===== config.mk =====
export PLATFORM = sky130hd
export DESIGN_NAME = scie_writeback
export DESIGN_NICKNAME = d
export VERILOG_FILES = /design/src/rtl/scie_pkg.sv /design/src/rtl/scie_wb_fifo.sv /design/src/rtl/scie_writeback.sv
export SDC_FILE = /design/constraint.sdc
export NUM_CORES = 1
export LEC_CHECK = 0
export BUFFER_PORTS_ARGS = -buffer_cell sky130_fd_sc_hd__buf_2
export CAP_MARGIN = 15
export CORE_MARGIN = 10
export CORE_UTILIZATION = 40
export DETAILED_ROUTE_END_ITERATION = 8
export GPL_TIMING_DRIVEN = 0
export PLACE_DENSITY = 0.56
export SLEW_MARGIN = 30
export SYNTH_ARGS = -nofsm -noshare
export SYNTH_HDL_FRONTEND = slang
export SYNTH_SLANG_ARGS = --single-unit

===== constraint.sdc =====
create_clock -name clock -period 6.6 [get_ports clock]
set_input_delay 0.99 -clock clock [delete_from_list [all_inputs] [get_ports clock]]
set_output_delay 0.99 -clock clock [all_outputs]
set_load 0.005 [all_outputs]

===== src/rtl/scie_pkg.sv =====
// Shared SCIE definitions: custom opcodes, default datapath width, writeback entry type.
package scie_pkg;

  localparam logic [6:0] SCIE_OP_CUSTOM0 = 7'h0B;
  localparam logic [6:0] SCIE_OP_CUSTOM1 = 7'h2B;
  localparam logic [6:0] SCIE_OP_CUSTOM2 = 7'h5B;

  localparam int unsigned SCIE_XLEN = 32;

  typedef struct packed {
    logic [4:0]           rd;
    logic [SCIE_XLEN-1:0] data;
  } scie_wb_entry_t;

endpackage


===== src/rtl/scie_wb_fifo.sv =====
// Synchronous FIFO with occupancy count; pushes when full and pops when empty are ignored.
module scie_wb_fifo #(
  parameter int unsigned WIDTH = 37,
  parameter int unsigned DEPTH = 4
) (
  input  logic                     clock,
  input  logic                     reset,
  input  logic                     push,
  input  logic [WIDTH-1:0]         push_data,
  input  logic                     pop,
  output logic [WIDTH-1:0]         pop_data,
  output logic [$clog2(DEPTH):0]   count
);

  localparam int unsigned AW = $clog2(DEPTH);
  localparam int unsigned CW = AW + 1;

  logic [WIDTH-1:0] mem [DEPTH];
  logic [AW-1:0]    wr_ptr;
  logic [AW-1:0]    rd_ptr;
  logic             do_push;
  logic             do_pop;

  assign do_push  = push & (count != CW'(DEPTH));
  assign do_pop   = pop & (count != '0);
  assign pop_data = mem[rd_ptr];

  // Power-of-two depth lets the pointers wrap by natural overflow.
  always_ff @(posedge clock) begin
    if (reset) begin
      wr_ptr <= '0;
      rd_ptr <= '0;
      count  <= '0;
    end else begin
      if (do_push) wr_ptr <= wr_ptr + AW'(1);
      if (do_pop)  rd_ptr <= rd_ptr + AW'(1);
      if (do_push & ~do_pop)      count <= count + CW'(1);
      else if (~do_push & do_pop) count <= count - CW'(1);
    end
  end

  always_ff @(posedge clock) begin
    if (do_push) mem[wr_ptr] <= push_data;
  end

endmodule


===== src/rtl/scie_writeback.sv =====
// SCIE writeback stage: tracks result-producing issues, captures rd after LATENCY cycles,
// buffers results and grants issue credits. Define SCIE_WB_BYPASS_EN for empty-FIFO bypass.
module scie_writeback
  import scie_pkg::*;
#(
  parameter int unsigned XLEN      = SCIE_XLEN,
  parameter int unsigned LATENCY   = 1,
  parameter int unsigned DEPTH     = 4,
  parameter logic [6:0]  WB_OPCODE = SCIE_OP_CUSTOM2
) (
  input  logic            clock,
  input  logic            reset,
  input  logic            issue_valid,
  input  logic [31:0]     issue_insn,
  output logic            issue_ready,
  input  logic [XLEN-1:0] scie_rd,
  output logic            resp_valid,
  input  logic            resp_ready,
  output logic [4:0]      resp_rd_addr,
  output logic [XLEN-1:0] resp_data,
  output logic            busy
);

  localparam int unsigned CW = $clog2(DEPTH) + 1;
  localparam int unsigned IW = $clog2(LATENCY + 1);
  localparam int unsigned EW = XLEN + 5;

  logic [LATENCY-1:0] pipe_vld;
  logic [4:0]         pipe_rd [LATENCY];
  logic [IW-1:0]      inflight;
  logic [IW-1:0]      inflight_next;
  logic [CW-1:0]      fifo_count;
  logic [CW-1:0]      count_next;
  logic [EW-1:0]      fifo_head;
  logic               tracked;
  logic               capture;
  logic               bypass;
  logic               fifo_nonempty;
  logic               fifo_push;
  logic               fifo_pop;
  logic [19:0]        unused_insn_bits;

  assign unused_insn_bits = issue_insn[31:12];

  assign tracked = issue_valid & issue_ready & (issue_insn[6:0] == WB_OPCODE)
                 & (issue_insn[11:7] != 5'd0);
  assign capture       = pipe_vld[LATENCY-1];
  assign fifo_nonempty = (fifo_count != '0);

`ifdef SCIE_WB_BYPASS_EN
  assign bypass = capture & ~fifo_nonempty;
`else
  assign bypass = 1'b0;
`endif

  // A bypassed result taken in its capture cycle never occupies a FIFO slot.
  assign fifo_push = capture & ~(bypass & resp_ready);
  assign fifo_pop  = resp_ready & fifo_nonempty;

  always_comb begin
    resp_valid   = fifo_nonempty | bypass;
    resp_rd_addr = '0;
    resp_data    = '0;
    if (fifo_nonempty) begin
      resp_rd_addr = fifo_head[EW-1:XLEN];
      resp_data    = fifo_head[XLEN-1:0];
    end else if (bypass) begin
      resp_rd_addr = pipe_rd[LATENCY-1];
      resp_data    = scie_rd;
    end
  end

  always_comb begin
    inflight_next = inflight;
    if (tracked & ~capture)      inflight_next = inflight + IW'(1);
    else if (~tracked & capture) inflight_next = inflight - IW'(1);
    count_next = fifo_count;
    if (fifo_push & ~fifo_pop)      count_next = fifo_count + CW'(1);
    else if (~fifo_push & fifo_pop) count_next = fifo_count - CW'(1);
  end

  assign busy = (inflight != '0) | fifo_nonempty;

  always_ff @(posedge clock) begin
    if (reset) begin
      pipe_vld    <= '0;
      inflight    <= '0;
      issue_ready <= 1'b0;
    end else begin
      pipe_vld[0] <= tracked;
      for (int unsigned i = 1; i < LATENCY; i++) pipe_vld[i] <= pipe_vld[i-1];
      inflight    <= inflight_next;
      issue_ready <= (32'(count_next) + 32'(inflight_next)) < DEPTH;
    end
  end

  always_ff @(posedge clock) begin
    pipe_rd[0] <= issue_insn[11:7];
    for (int unsigned i = 1; i < LATENCY; i++) pipe_rd[i] <= pipe_rd[i-1];
  end

  scie_wb_fifo #(
    .WIDTH (EW),
    .DEPTH (DEPTH)
  ) u_fifo (
    .clock     (clock),
    .reset     (reset),
    .push      (fifo_push),
    .push_data ({pipe_rd[LATENCY-1], scie_rd}),
    .pop       (fifo_pop),
    .pop_data  (fifo_head),
    .count     (fifo_count)
  );

endmodule


**Word-level counts from Yosys, hierarchy flattened**

Memories as Yosys holds them, arrays and structs flattened. A register that Yosys moved wholly into a read port is not among the register bits.
Cells that the tools add are included.

- $add $sub $neg: 7
- $lt $le $gt $ge: 1
- Eq/ne operators: 2
- Multiplexer cells: 12
- Bitwise operators: 18
- Reduce and logical (&&, ||, !) cells: 3

Operators by type and width:

| kind | count |
|---|---|
| $mux 32 | 1 |
| $and 1x1->1 | 12 |
| $mux 3 | 4 |
| $eq 7x7->1 const B | 1 |
| $mux 5 | 1 |
| $not 1->1 | 5 |
| $reduce_bool 5->1 | 1 |
| $add 2x1->2 const B | 2 |
| $add 3x1->4 | 1 |
| $lt 4x3->1 const B | 1 |
| $mux 1 | 4 |
| $mux 2 | 2 |
| $add 3x1->3 const B | 1 |
| $ne 3x3->1 const B | 1 |
| $reduce_bool 3->1 | 1 |
| $sub 3x1->3 const B | 1 |
| $reduce_bool 2->1 | 1 |
| $add 1x1->1 const B | 1 |
| $or 1x1->1 | 1 |
| $sub 1x1->1 const B | 1 |

- Flip-flop bits (word level): 10
- RAM bits: 153
- Input port bits: 68
- Memories: 2

Memory list:

| memory | depth | bits a word | rd ports | clocked after Yosys merged registers in | write ports | RTL line | source |
|---|---|---|---|---|---|---|---|
| u_fifo.mem | 4 | 37 | 1 | 1 | 1 | scie_wb_fifo.sv:18 | `logic [WIDTH-1:0] mem [DEPTH];` |
| pipe_rd | 1 | 5 | 1 | 0 | 1 | scie_writeback.sv:29 | `logic [4:0] pipe_rd [LATENCY];` |

**Logic depth before layout (Yosys ltp)**

Gate-level depths: netlist of the first run.

- Depth in word-level cells: 9
- Depth in mapped cells: 9

**By module**

From an unflattened synthesis of the first run, not the netlist that was laid out.

- Cells, all modules: 319
- Area, all modules: 6515.0 um^2

Modules (own cells, without submodules):

| module | times used | cells an instance | area an instance (um^2) | seq. area each (um^2) |
|---|---|---|---|---|
| scie_wb_fifo | 1 | 239 | 5850.6 | 4624.4 |
| scie_writeback | 1 | 80 | 664.4 | 160.2 |

**Worst setup path after synthesis of the first run**

OpenSTA, ideal clock, no wires.

- Path type: flip-flop to flip-flop
- Start: register u_fifo.count[0]
- End: memory u_fifo.mem[0][0] (enable)
- Arrival: 1950 ps
- Path slack: 4252 ps
- Stages on the path, launching flop included: 5
- Path buffers: 0
- Path through: dfxtp_1 -> inv_1 -> ha_1 -> a21boi_2 -> and2_1

- Cells in the longest elaborated chain, start to end: 4

RTL lines:

| item | RTL line | source |
|---|---|---|
| from (decl) | scie_wb_fifo.sv:12 | `output logic [$clog2(DEPTH):0] count` |
| from (signal assigned) | scie_wb_fifo.sv:37 | `if (do_push & ~do_pop) count <= count + CW'(1);` |
| from (signal assigned) | scie_wb_fifo.sv:38 | `else if (~do_push & do_pop) count <= count - CW'(1);` |
| $ne 3x3->1 | scie_wb_fifo.sv:24 | `assign do_push = push & (count != CW'(DEPTH));` |
| $and 1x1->1 | scie_wb_fifo.sv:24 |  |
| net u_fifo.do_push | scie_wb_fifo.sv:21 | `logic do_push;` |
| $mux 1 | scie_wb_fifo.sv:43 | `if (do_push) mem[wr_ptr] <= push_data;` |
| $mux 1 (not written as such) | scie_wb_fifo.sv:43 |  |
| to (decl) | scie_wb_fifo.sv:18 |  |

The timed path passes the listed nets, and every way through them passes these cells.

**Final worst setup path of the first run**

- Start: register u_fifo.count[0]
- End: output port resp_data[0]

- Cells in the longest elaborated chain, start to end: 2

RTL lines:

| item | RTL line | source |
|---|---|---|
| $reduce_bool 3->1 | scie_writeback.sv:48 | `assign fifo_nonempty = (fifo_count != '0);` |
| $mux 32 | scie_writeback.sv:64 | `if (fifo_nonempty) begin` |
| to (decl) | scie_writeback.sv:20 | `output logic [XLEN-1:0] resp_data,` |

Every way passes these cells.

==> results by group, run 1 <==
Synthesis
  • Synth Register Bits: 165
  • Yosys cell types: 35
  • Syn Nets: 397
  • Cell area after synthesis: 6460 sq um
  • Sequential element share of the synthesized area: 74.07%
  • Mean post-synth cell area: 20.12 sq um
  • Yosys warns: 0
  • Post-Syn Instances: 321

Clocking
  • Post-CTS sizing: 0
  • Clock Path Buffers: 2
  • Clock root buffer: clkbuf_16
  • Clock sink count: 165
  • Clk_lat worst skew: 420 ps
  • Post-CTS setup buffers: 0
  • H-tree levels: 4
  • Clock-pin slew on the worst setup and hold paths: 60 ps
  • TritonCTS clock tree: built
  • Cts-stage hold buffer count: 0
  • CTS Buf Count: 17

Status
  • Outcome: complete, no violations

Die
  • Initial core utilization: 40.67%
  • Std-Cell Rows: 46
  • Die ar.: 21630 sq um
  • # IOs: 108
  • Core Box Area: 15890 sq um
  • Die H: 147.1 um
  • Chip width: 147.1 um

GRT
  • Remaining global-route overflow: 0
  • First-pass GRT wire length: 19800 um
  • Vias in the first global route: 3574
  • Antenna violations before repair: 1
  • Overall Global Routing Usage: 12.02%
  • Largest net degree at the start of global routing: 38

Layout
  • Fin util: 48.76%
  • Multi-input gate area: 1555 sq um
  • Fillers: 1386
  • Fraction of final layout cells sized beyond drive strength 1: 36.82%
  • Storage element area: 4785 sq um
  • Fin nets: 503
  • Layout overhead on the synthesized area: 19.91%

STA
  • Worst Clk Skew: 7.894 ps
  • Max-slew headroom: 59.36%
  • FMAX: 0.3153 GHz
  • Final Max Tran Viols: 0
  • Total negative slack: 0 ps
  • Final period utilization: 48.06%
  • Setup ws final: 3428 ps
  • Final hold vios: 0
  • RSZ-0062 raised after global routing: false
  • Clock period minus worst slack: 3172 ps
  • Setup violators final: 0
  • Worst slew pin tran: 609.6 ps
  • Min Hold Slack: 483.0 ps

Detailed routing
  • DRC: 0
  • Vias/cell: 4.901
  • WL final: 12360 um
  • Via count: 3220
  • Starting DRT DRC Count: 129
  • Drt first pass iters: 4
  • Avg WL per Cell: 18.82 um
  • Routed Antenna Nets: 0

Setup path
  • Worst path bufs/invs: 3
  • CP endpoint kind: primary output
  • Startpoint types: flip-flop
  • Max incr delay on CP: 440 ps
  • Slowest-stage cell, CP: dfxtp_1
  • Max FO, Critical Path: 10
  • Crit path max-delay family: buffers and inverters
  • Setup CP Type: reg2out
  • Worst EP arrival: 2180 ps
  • CP required: 5610 ps
  • CP cell instances: inv_1, ha_1, nand2b_2, clkbuf_1, and2_1, buf_2

Pwr
  • Leakage Power: 2.730 nW
  • VDD IR max: 0.1750 mV
  • PwrDens: 364.3 nW/um^2
  • Pwr Total: 2.822 mW

Worst hold path
  • Min-Delay Path Class: reg2reg

Placed design
  • PortBufs: 87
  • Routability cong.: 0.6772
  • Place WS: 3814 ps
  • Post-DP HPWL: 7591 um

Run
  • Max Cap Viol: 0
## placed cells by master, fill, tap and decap left out, types with 7 or more instances in the layout
cell and instances:
edfxtp_1 148, buf_2 91, and2_1 37, mux4_2 30
dfxtp_1 17, clkbuf_16 17, nor2_1 11, ha_1 8
clkbuf_1 7, mux4_1 7
## path summary, 6_finish.rpt
kind	start	endpoint	slack (ps)	cells past startpoint
max reg2reg	u_fifo.count[0]$_SDFFE_PP0P_	u_fifo.mem[2][14]$_DFFE_PP_	4430	4
min reg2reg	pipe_rd[0][3]$_DFF_P_	u_fifo.mem[1][35]$_DFFE_PP_	480	0
min	pipe_rd[0][3]$_DFF_P_	u_fifo.mem[1][35]$_DFFE_PP_	480	0
max	u_fifo.count[0]$_SDFFE_PP0P_	resp_data[0]	3430	6
## cell usage after synthesis (all sizes together)
cell type	instances	area, sq um
a21boi	1	11.26
a21o	1	7.510
a21oi	4	20.02
a22o	1	8.760
a311oi	2	17.52
and2	41	256.5
and3b	1	8.760
buf	8	91.34
clkbuf	6	23.77
dfxtp	17	340.3
edfxtp	148	4444
ha	8	100.1
inv	4	15.01
mux2i	1	10.01
mux4	37	859.6
nand2	4	15.01
nand2b	2	15.02
nand3	5	25.02
nand3b	3	22.52
nand4b	1	8.760
nor2	11	41.29
nor3	2	10.01
nor4b	1	15.01
nor4bb	1	10.01
o211ai	1	7.510
o21ai	2	10.01
or2	1	6.260
or3	1	6.260
xnor2	1	8.760
xor2	5	43.79
## area by class of cell
class	count	area share (%)
Inverter	4	0.1938
Multi-Input combinational cell	138	20.08
Clock inverter	11	1.389
Tap cell	216	3.489
Buffer	14	1.486
Clock buffer	21	5.944
Antenna cell	1	0.03230
Timing Repair Buffer	87	5.621
Sequential cell	165	61.77
## power by group
part           total [mW]  switching (mW)  leakage (nW)  internal (mW)
logic               0.708           0.353         0.983          0.355
registers            1.17          0.0179          1.47           1.16
clock network       0.941           0.371         0.277          0.570
## kinds of logic (layout without fill, tap and decap cells)
group                    Yosys count  count (layout)  synth area share [%]
flip-flops                       165             165                 74.07
AND/OR/NAND/NOR                   74              74                 6.818
multiplexers                      38              38                 13.46
buffers and inverters             18             137                 2.014
AO/OA/AOI/OAI                     12              12                 1.278
adder cells (fa/ha/maj)            8               8                 1.550
XOR/XNOR                           6               6                0.8135
other                              0               1                     0
## stage by stage
| step | std cells | instance area [sq um] |
|---|---|---|
| floorplan | 321 | 6460 |
| global placement | 624 | 7166 |
| detailed placement | 624 | 7176 |
| CTS | 656 | 7744 |
| global route | 656 | 7744 |
| finish | 657 | 7746 |
## sequential cells by signal (all words and copies together) (netlist names), named ones only
register       flops
u_fifo.count       3
u_fifo.wr_ptr      2
u_fifo.mem       148
pipe_rd            5
issue_ready        1
u_fifo.rd_ptr      2
capture            1
inflight           1
## layer usage
layer / part of all wire, % / track usage, %
met5: 0 / 0
met4: 1.7 / 5.104
met3: 4.6 / 3.993
met2: 51 / 20.29
met1: 43 / 13.70
No activity file was read; power rests on OpenSTA's default activity.
==> run 2, diff against run 1 <==
Settings changed: PLACE_DENSITY 0.56 to 0.58.
Clock period 6.6 ns to 2.8 ns, I/O delays scaled along.
==> results by group, run 2 (synthesis gave the netlist of run 1 again) <==
Pwr
  • PwrDens: 882.7 nW/um^2 (+140%)
  • Internal: 5.105 mW (+150%)
  • VDD IR max: 0.4987 mV (+190%)
  • Sw Pwr: 1.810 mW (+140%)
  • Logic pwr share: 24.5% (-0.6 points)
  • Register share of total power: 40.0% (-1.6 points)
  • Pwr Total: 6.915 mW (+150%)
  • Clk pwr share: 35.5% (+2.1 points)
  • Sw Share: 26.18% (-0.12 points)
  • Leakage Power: 2.769 nW (+1.4%)

Setup path
  • CP endpoint kind: primary output
  • Worst path bufs/invs: 3 (unchanged)
  • Reg-to-reg startpoint: u_fifo.count[0]$_SDFFE_PP0P_
  • Flop-to-flop setup slack: 610 ps (-3820 ps)
  • Crit path max-delay family: buffers and inverters
  • Max incr delay on CP: 430 ps (about the same)
  • Worst reg2reg path depth: 4 (unchanged)
  • Setup CP Type: reg2out
  • Worst EP arrival: 2170 ps (about the same)
  • Startpoint types: flip-flop
  • CP required: 2380 ps (-3230 ps)
  • Slowest-stage cell, CP: dfxtp_1
  • Endpoint of the lowest-slack register-to-register path: u_fifo.mem[3][7]$_DFFE_PP_
  • CP cell instances: inv_1, ha_1, nand2b_2, clkbuf_1, and2_1, buf_2
  • Max FO, Critical Path: 10 (unchanged)

Status
  • Outcome: complete, no violations

Worst hold path
  • Hold Crit Endpoint: pipe_rd[0][0]$_DFF_P_
  • Hold_sp: issue_insn[7]
  • Hold depth: 1 (+1)
  • Min-Delay Path Class: in2reg

GRT
  • Antenna violations before repair: 1 (unchanged)
  • Overall Global Routing Usage: 11.97% (-0.053 points)
  • Remaining global-route overflow: 0 (unchanged)
  • First-pass GRT wire length: 19580 um (-1.1%)
  • Largest net degree at the start of global routing: 38 (unchanged)
  • Vias in the first global route: 3456 (-3.3%)

Layout
  • Design area: 7834 sq um (+1.1%)
  • Storage element area: 4785 sq um (unchanged)
  • Fillers: 1342 (-3.2%)
  • Multi-input gate area: 1555 sq um (unchanged)
  • Layout overhead on the synthesized area: 21.27%
  • Flip-flop count of the largest register, all copies and words added: 148 (unchanged)
  • Fin nets: 503 (unchanged)
  • Diodes inserted: 0 (-1)
  • Fraction of final layout cells sized beyond drive strength 1: 37.73% (+0.91 points)
  • Largest regs: u_fifo.mem (148), pipe_rd (5), u_fifo.count (3)
  • Commonest non-fill, non-tap cell in the layout: edfxtp_1
  • Most flop-heavy register: u_fifo.mem
  • Most frequent cells in the layout: 148 x edfxtp_1, 91 x buf_2, 37 x and2_1

Clocking
  • Post-CTS setup buffers: 0 (unchanged)
  • CTS Buf Count: 17 (unchanged)
  • Clock sink count: 165 (unchanged)
  • Cts-stage hold buffer count: 0 (unchanged)
  • TritonCTS clock tree: built
  • Clock-pin slew on the worst setup and hold paths: 60 ps (about the same)
  • H-tree levels: 4 (unchanged)
  • Clk_lat worst skew: 420 ps (about the same)
  • Clock root buffer: clkbuf_16
  • Clock Path Buffers: 2 (unchanged)
  • Post-CTS sizing: 0 (unchanged)

Die
  • Std-Cell Rows: 46 (unchanged)
  • Initial core utilization: 40.67% (unchanged)
  • Chip width: 147.1 um (unchanged)
  • # IOs: 108 (unchanged)
  • Die ar.: 21630 sq um (unchanged)
  • Core Box Area: 15890 sq um (unchanged)
  • Die H: 147.1 um (unchanged)

STA
  • Final Max Tran Viols: 0 (unchanged)
  • RSZ-0062 raised after global routing: false
  • Worst slew pin tran: 609.5 ps (-0.06121 ps)
  • Min Hold Slack: 116.5 ps (-366.5 ps)
  • Total negative slack: 0 ps (unchanged)
  • Final hold vios: 0 (unchanged)
  • Clock period minus worst slack: 2588 ps
  • Setup ws final: 211.5 ps (-3217 ps)
  • Final period utilization: 92.45%
  • Setup violators final: 0 (unchanged)
  • Worst Clk Skew: 6.562 ps (-1.331 ps)
  • FMAX: 0.3863 GHz
  • Max-slew headroom: 59.37% (about the same)

Detailed routing
  • Via count: 3210 (-0.31%)
  • Avg WL per Cell: 19.15 um (+1.8%)
  • Drt first pass iters: 5 (+1)
  • Routed Antenna Nets: 0 (unchanged)
  • WL final: 12560 um (+1.6%)
  • Starting DRT DRC Count: 153 (+19%)
  • Vias/cell: 4.893 (-0.16%)
  • DRC: 0 (unchanged)

Placed design
  • Place WS: 571.7 ps (-3242 ps)
  • Post-DP HPWL: 7891 um (+4.0%)
  • PortBufs: 87 (unchanged)
  • Routability cong.: 0.6853 (+1.2%)
  • DP Area: 7176 sq um (unchanged)

Run
  • Max Cap Viol: 0 (unchanged)
-- run 2: layout make-up --
cell class | instances | area share, %
clock buffers | 25 | 7.427
repair buffers | 87 | 5.558
flip-flops and latches | 165 | 61.08
inverters | 4 | 0.1917
well taps | 216 | 3.450
multi-input cells | 138 | 19.85
plain buffers | 14 | 1.485
clock inverters | 7 | 0.9583
-- run 2: worst max path at each step --
stage | start | endpoint | slack, ps | depth (start not counted)
final | u_fifo.count[0]$_SDFFE_PP0P_ | resp_data[0] | 210 | 6
after detailed placement | u_fifo.count[0]$_SDFFE_PP0P_ | u_fifo.mem[0][27]$_DFFE_PP_ | 570 | 4
after global routing | u_fifo.count[0]$_SDFFE_PP0P_ | resp_data[0] | 10 | 6
after global placement | u_fifo.count[0]$_SDFFE_PP0P_ | u_fifo.mem[1][28]$_DFFE_PP_ | -500 | 4
after CTS | u_fifo.count[0]$_SDFFE_PP0P_ | resp_data[0] | 130 | 6
after floorplan | u_fifo.count[0]$_SDFFE_PP0P_ | u_fifo.mem[1][0]$_DFFE_PP_ | 450 | 4
-- run 2: power groups by stage --
stage	clock network (mW)	registers, mW	logic, mW
final	2.45	2.77	1.69
after global routing	2.62	2.77	1.89
after CTS	2.50	2.77	1.76
after detailed placement	0	2.82	1.75
after global placement	0	2.81	1.73
after floorplan	0	2.81	1.02
-- run 2: layer usage --
metal,vias up,wire (um),global-route usage (%)
li1,1490,-,-
met1,1634,5314,13.81
met2,69,6457,20.11
met3,15,586,4.023
met4,2,191,4.757
met5,-,13,0
-- run 2: stage by stage --
| step | instances | utilization (%) |
|---|---|---|
| global placement | 624 | 45.11 |
| global route | 656 | 49.31 |
| detailed placement | 624 | 45.17 |
| finish | 656 | 49.31 |
| CTS | 656 | 49.31 |
| floorplan | 321 | - |
